**config.mk**
```make
export PLATFORM = sky130hd
export DESIGN_NAME = lsu_axi_master
export DESIGN_NICKNAME = d
export VERILOG_FILES = /design/src/rtl/lsu_axi_master.sv
export SDC_FILE = /design/constraint.sdc
export NUM_CORES = 1
export LEC_CHECK = 0
export BUFFER_PORTS_ARGS = -buffer_cell sky130_fd_sc_hd__buf_2
export CAP_MARGIN = 10
export CORE_ASPECT_RATIO = 1.4
export CORE_MARGIN = 2
export CORE_UTILIZATION = 46
export CTS_CLUSTER_DIAMETER = 30
export DETAILED_ROUTE_END_ITERATION = 8
export HOLD_SLACK_MARGIN = 0.15
export PLACE_DENSITY = 0.86
export SKIP_LAST_GASP = 1
export SYNTH_ARGS = -nofsm -noshare
export SYNTH_HDL_FRONTEND = slang
export SYNTH_SLANG_ARGS = --single-unit
```
**constraint.sdc**
```tcl
create_clock -name clk -period 2.2 [get_ports clk]
set_input_delay 0.33 -clock clk [delete_from_list [all_inputs] [get_ports clk]]
set_output_delay 0.33 -clock clk [all_outputs]
set_load 0.1 [all_outputs]
```
**src/rtl/lsu_axi_master.sv**
```systemverilog
// AXI4-Lite initiator for single LSU load/store requests, one transaction in flight.
// Optional misaligned-access rejection is enabled by defining LSU_AXI_MISALIGN_CHECK_EN.
module lsu_axi_master #(
  parameter int ADDR_W = 32,
  parameter int DATA_W = 32
) (
  input  logic              clk,
  input  logic              rst,
  input  logic              req_valid,
  output logic              req_ready,
  input  logic              req_we,
  input  logic [ADDR_W-1:0] req_addr,
  input  logic [DATA_W-1:0] req_wdata,
  input  logic [3:0]        req_wstrb,
  input  logic [1:0]        req_size,
  output logic              resp_valid,
  input  logic              resp_ready,
  output logic [DATA_W-1:0] resp_rdata,
  output logic              resp_err,
  output logic [ADDR_W-1:0] araddr,
  output logic              arvalid,
  input  logic              arready,
  input  logic [DATA_W-1:0] rdata,
  input  logic [1:0]        rresp,
  input  logic              rvalid,
  output logic              rready,
  output logic [ADDR_W-1:0] awaddr,
  output logic              awvalid,
  input  logic              awready,
  output logic [DATA_W-1:0] wdata,
  output logic [3:0]        wstrb,
  output logic              wvalid,
  input  logic              wready,
  input  logic [1:0]        bresp,
  input  logic              bvalid,
  output logic              bready
);

  typedef enum logic [2:0] {IDLE, RD_ADDR, RD_DATA, WR_REQ, WR_RESP, RESP} state_e;

  state_e              state_q, state_d;
  logic                arvalid_q, arvalid_d, rready_q, rready_d;
  logic                awvalid_q, awvalid_d, wvalid_q, wvalid_d, bready_q, bready_d;
  logic                resp_valid_q, resp_valid_d, resp_err_q, resp_err_d;
  logic [ADDR_W-1:0]   araddr_q, araddr_d, awaddr_q, awaddr_d;
  logic [DATA_W-1:0]   wdata_q, wdata_d, resp_rdata_q, resp_rdata_d;
  logic [3:0]          wstrb_q, wstrb_d;
  logic                misaligned;

`ifdef LSU_AXI_MISALIGN_CHECK_EN
  always_comb begin
    case (req_size)
      2'd0:    misaligned = 1'b0;
      2'd1:    misaligned = req_addr[0];
      2'd2:    misaligned = |req_addr[1:0];
      default: misaligned = 1'b1;
    endcase
  end
`else
  logic unused_req_size;
  assign unused_req_size = ^req_size;
  assign misaligned      = 1'b0;
`endif

  // NOTE: every register, including the data holding registers, is cleared by the
  // synchronous reset so a transaction cut short leaves nothing behind on the bus.
  always_ff @(posedge clk) begin
    if (!rst) begin
      state_q      <= IDLE;
      arvalid_q    <= 1'b0;
      rready_q     <= 1'b0;
      awvalid_q    <= 1'b0;
      wvalid_q     <= 1'b0;
      bready_q     <= 1'b0;
      resp_valid_q <= 1'b0;
      resp_err_q   <= 1'b0;
      araddr_q     <= '0;
      awaddr_q     <= '0;
      wdata_q      <= '0;
      wstrb_q      <= '0;
      resp_rdata_q <= '0;
    end else begin
      state_q      <= state_d;
      arvalid_q    <= arvalid_d;
      rready_q     <= rready_d;
      awvalid_q    <= awvalid_d;
      wvalid_q     <= wvalid_d;
      bready_q     <= bready_d;
      resp_valid_q <= resp_valid_d;
      resp_err_q   <= resp_err_d;
      araddr_q     <= araddr_d;
      awaddr_q     <= awaddr_d;
      wdata_q      <= wdata_d;
      wstrb_q      <= wstrb_d;
      resp_rdata_q <= resp_rdata_d;
    end
  end

  // NOTE: each _d starts as its _q so every path through the case assigns it; no latches.
  always_comb begin
    state_d      = state_q;
    arvalid_d    = arvalid_q;
    rready_d     = rready_q;
    awvalid_d    = awvalid_q;
    wvalid_d     = wvalid_q;
    bready_d     = bready_q;
    resp_valid_d = resp_valid_q;
    resp_err_d   = resp_err_q;
    araddr_d     = araddr_q;
    awaddr_d     = awaddr_q;
    wdata_d      = wdata_q;
    wstrb_d      = wstrb_q;
    resp_rdata_d = resp_rdata_q;

    case (state_q)
      IDLE: begin
        if (req_valid) begin
          if (misaligned) begin
            resp_valid_d = 1'b1;
            resp_err_d   = 1'b1;
            resp_rdata_d = '0;
            state_d      = RESP;
          end else if (req_we) begin
            awaddr_d  = req_addr;
            wdata_d   = req_wdata;
            wstrb_d   = req_wstrb;
            awvalid_d = 1'b1;
            wvalid_d  = 1'b1;
            state_d   = WR_REQ;
          end else begin
            araddr_d  = req_addr;
            arvalid_d = 1'b1;
            state_d   = RD_ADDR;
          end
        end
      end
      RD_ADDR: begin
        if (arready) begin
          arvalid_d = 1'b0;
          rready_d  = 1'b1;
          state_d   = RD_DATA;
        end
      end
      RD_DATA: begin
        if (rvalid) begin
          resp_rdata_d = rdata;
          resp_err_d   = |rresp;
          rready_d     = 1'b0;
          resp_valid_d = 1'b1;
          state_d      = RESP;
        end
      end
      WR_REQ: begin
        // AW and W retire independently; a channel already done counts as done.
        if (awready) awvalid_d = 1'b0;
        if (wready)  wvalid_d  = 1'b0;
        if ((!awvalid_q || awready) && (!wvalid_q || wready)) begin
          bready_d = 1'b1;
          state_d  = WR_RESP;
        end
      end
      WR_RESP: begin
        if (bvalid) begin
          resp_err_d   = |bresp;
          resp_rdata_d = '0;
          resp_valid_d = 1'b1;
          bready_d     = 1'b0;
          state_d      = RESP;
        end
      end
      RESP: begin
        if (resp_ready) begin
          resp_valid_d = 1'b0;
          state_d      = IDLE;
        end
      end
      default: state_d = IDLE;
    endcase
  end

  assign req_ready  = (state_q == IDLE);
  assign resp_valid = resp_valid_q;
  assign resp_rdata = resp_rdata_q;
  assign resp_err   = resp_err_q;
  assign araddr     = araddr_q;
  assign arvalid    = arvalid_q;
  assign rready     = rready_q;
  assign awaddr     = awaddr_q;
  assign awvalid    = awvalid_q;
  assign wdata      = wdata_q;
  assign wstrb      = wstrb_q;
  assign wvalid     = wvalid_q;
  assign bready     = bready_q;

endmodule

```
==> summary.txt <==
Die
  • Die area: 0.0126 mm^2
  • # IOs: 256
  • Starting Density: 47.4%
  • Die Height: 132 um
  • FP Rows: 46
  • Core Box Area: 0.0113 mm^2
  • Width of the die: 95.3 um

Place
  • Number of buffers added on ports: 253
  • DP HPWL: 10300 um
  • DP Area: 0.00682 mm^2
  • GP Congestion: 0.825

Synthesis
  • Post-Synth Simple-Gate Area: 24.3%
  • Synth Warn #: 0
  • Primary FF master, synth: dfxtp_1
  • Synth Area in Adders: 0%
  • EDFF count, synth: 0
  • Register area share after synthesis: 52.9%
  • Fraction of synthesized cell area in xor and xnor cells: 0%
  • Syn Inst Count: 649
  • Post-synth ARST share: 0%
  • Post-synthesis compound-gate area fraction: 12.3%
  • Multiplexer area fraction after synthesis: 6.15%
  • Syn_nets: 765
  • Largest family of logic cells by synthesized area: simple AND/OR/NAND/NOR gates
  • Yosys reg bits: 142
  • Synth Area per Inst: 8.27 um^2
  • Synth unique cells: 34
  • Mapped Area: 0.00537 mm^2

Cells and area
  • Layout cell share with drive strength beyond 1: 34.0%
  • Nets: 1017
  • Layout overhead on the synthesized area: 40.5%
  • Post-route cell area: 0.00755 mm^2
  • Final Util: 66.6%
  • N_diodes: 0

Critical path
  • WP buf/inv: 2
  • Flop-to-flop setup slack: 0.33 ns
  • Critical path endpoint category: output pin
  • Crit path max-delay family: buffers and inverters
  • Crit start category: flip-flop
  • Arrival time worst endpoint: 1.68 ns
  • Crit Reg-Reg Endpoint: state_q[2]
  • Critical Path Max Stage Delay: 0.45 ns
  • Worst r2r src: state_q[2]
  • Crit-path cells: buf_4, nor3_2, buf_2
  • Crit-path max FO: 11
  • CP max-delay cell: buf_2
  • Required time worst endpoint: 1.87 ns
  • CP Class: flip-flop to output pin
  • Setup crit start: state_q[2]
  • Cell count of the worst reg-to-reg path: 4

Clock tree
  • Clock Latency Late Sink: 0.40 ns
  • CTS Root Cell: clkbuf_16
  • CTS resizes: 0
  • CTS Buf Count: 17
  • CTS tree: built
  • Post-CTS setup buffer count: 0
  • Max Root-Sink Buffers: 2
  • H-tree levels: 4
  • Clock-pin slew on the worst setup and hold paths: 0.06 ns
  • Clk sinks: 142

Timing
  • Setup TNS: 0 ns
  • FMAX: 496 MHz
  • Clk_skew: 0.00696 ns
  • Tmin final: 2.01 ns
  • Period utilisation layout: 91.6%
  • Worst Max-Slew Pin Slew: 0.529 ns
  • Fin. Hold Viols: 0
  • Slew headroom: 65.0%
  • Final setup viols: 0
  • Final slew viol count: 0
  • RSZ-0062 raised after global routing: false

Job
  • Max_cap viols: 0

GRT
  • Initial antenna violation count: 0
  • Largest net degree at the start of global routing: 56
  • First-pass GRT wire length: 22700 um
  • GR Util All Layers: 22.7%
  • Vias in the first global route: 4974
  • Grt ovf: 0

Power and ir drop
  • Max VDD drop: 0.914 mV
  • Total power: 11.2 mW
  • Leak Pwr: 3.43 nW
  • Power per cell area: 1490 mW/mm^2

Routing
  • DRC viols: 0
  • Metal-1 WL: 5520 um
  • Drt wl/cell: 14.0 um
  • Max layer used: met4
  • Post-route ant nets: 0
  • Total number of vias: 5243
  • DR iter-0 viols: 162
  • Met3 WL post-DR: 1210 um
  • Drt pass-1 iters: 4
  • Via-to-Cell Ratio: 4.96
  • Met2 Wirelength: 7510 um
  • Total Routed Length: 14700 um

Hold path
  • Hold path depth: 3
  • Worst Hold Class: primary input to flip-flop
  • Hold Path Sink: wdata[3]
  • Hold wc startpoint: req_wdata[3]

Status
  • Outcome: finished clean
worst max path at each step:
stage	end	slack, ns	cells after the start
after floorplan	req_ready	0.04	3
after global placement	state_q[2]	0.41	5
after detailed placement	state_q[2]	0.39	4
after CTS	req_ready	0.20	3
after global routing	req_ready	0.12	3
final	req_ready	0.19	3
tightest hold or removal path: stages:
cell     delay, ns
buf_2         0.09
nand2_1       0.04
a21oi_1       0.05
state kept, by name, indices dropped and copies added, names as in the netlist, 3 cells and up:
name	cells
awaddr	32
state_q	3
araddr	32
wdata	32
resp_rdata	32
wstrb	4
report_power, final:
group	leakage (nW)	internal [mW]	switching, mW	total (mW)
clock network	0.306	2.01	1.10	3.11
logic	1.97	1.00	3.91	4.92
registers	1.15	2.96	0.243	3.21
total	3.43	5.98	5.26	11.2
placed cells by master (no fill, tap or decap), types with 2 or more instances in the layout:
cell and count:
buf_2 253, buf_4 12, mux2i_1 33, nand2b_1 6
dfxtp_1 142, buf_12 5, nor2_1 39, o221a_2 2
clkinvlp_4 2, nand2_1 204, nand3b_1 6, bufinv_16 5
nor3_1 3, dlygate4sd3_1 9, clkbuf_16 17, nor2b_1 33
a21oi_1 106, clkinv_4 2, o21ai_0 4, inv_6 3
inv_1 4
cell families (layout without fill, tap and decap cells):
kind of cell / after synthesis / in the layout
and+or+nand+nor: 302 / 302
DFF: 142 / 142
AOI/OAI and AO/OA: 121 / 121
buffers and inverters: 51 / 314
muxes: 33 / 33
cell usage after synthesis, types with 2 or more instances:
cell      number  area share, %
inv_1          5           0.35
a21oi_1      106            9.9
o221a_2        2           0.42
nand3b_1       6           0.84
nor2_1        39            2.7
buf_2         15            1.4
nor2b_1       33            3.8
clkbuf_1      26            1.8
o21ai_0        4           0.37
buf_6          3           0.63
and3_1         2           0.23
nor3_1         4           0.37
nand2b_1       6           0.70
nand3_1        2           0.19
dfxtp_1      142             53
nand2_1      204             14
mux2i_1       33            6.2
final cells by class:
type | count | area (um^2)
clock buffers | 17 | 425
clock inverters | 13 | 214
fillers | 899 | 3790
inverters | 5 | 21.3
multi-input cells | 456 | 2320
flip-flops and latches | 142 | 2840
well taps | 144 | 180
repair buffers | 279 | 1550
what timing repair did:
| item | 4_1_cts | 5_1_grt |
|---|---|---|
| setup endpoints to repair | 0 | 0 |
| hold endpoints to repair | 9 | 0 |
| hold buffers | 9 | 0 |
through the flow:
step | worst slack, ns | hold WS [ns] | instances
after floorplan | 0.0445 | 0.419 | 649
after global placement | 0.406 | 0.439 | 1017
after detailed placement | 0.392 | 0.443 | 1017
after CTS | 0.203 | 0.150 | 1056
after global routing | 0.122 | 0.156 | 1056
final | 0.185 | 0.166 | 1056
routing by layer:
metal / vias up / global-route usage (%)
li1: 2617 / -
met4: 0 / 11.1
met2: 224 / 40.6
met1: 2364 / 23.5
met5: - / 0
met3: 38 / 6.69
(Power assumes the default switching activity.)
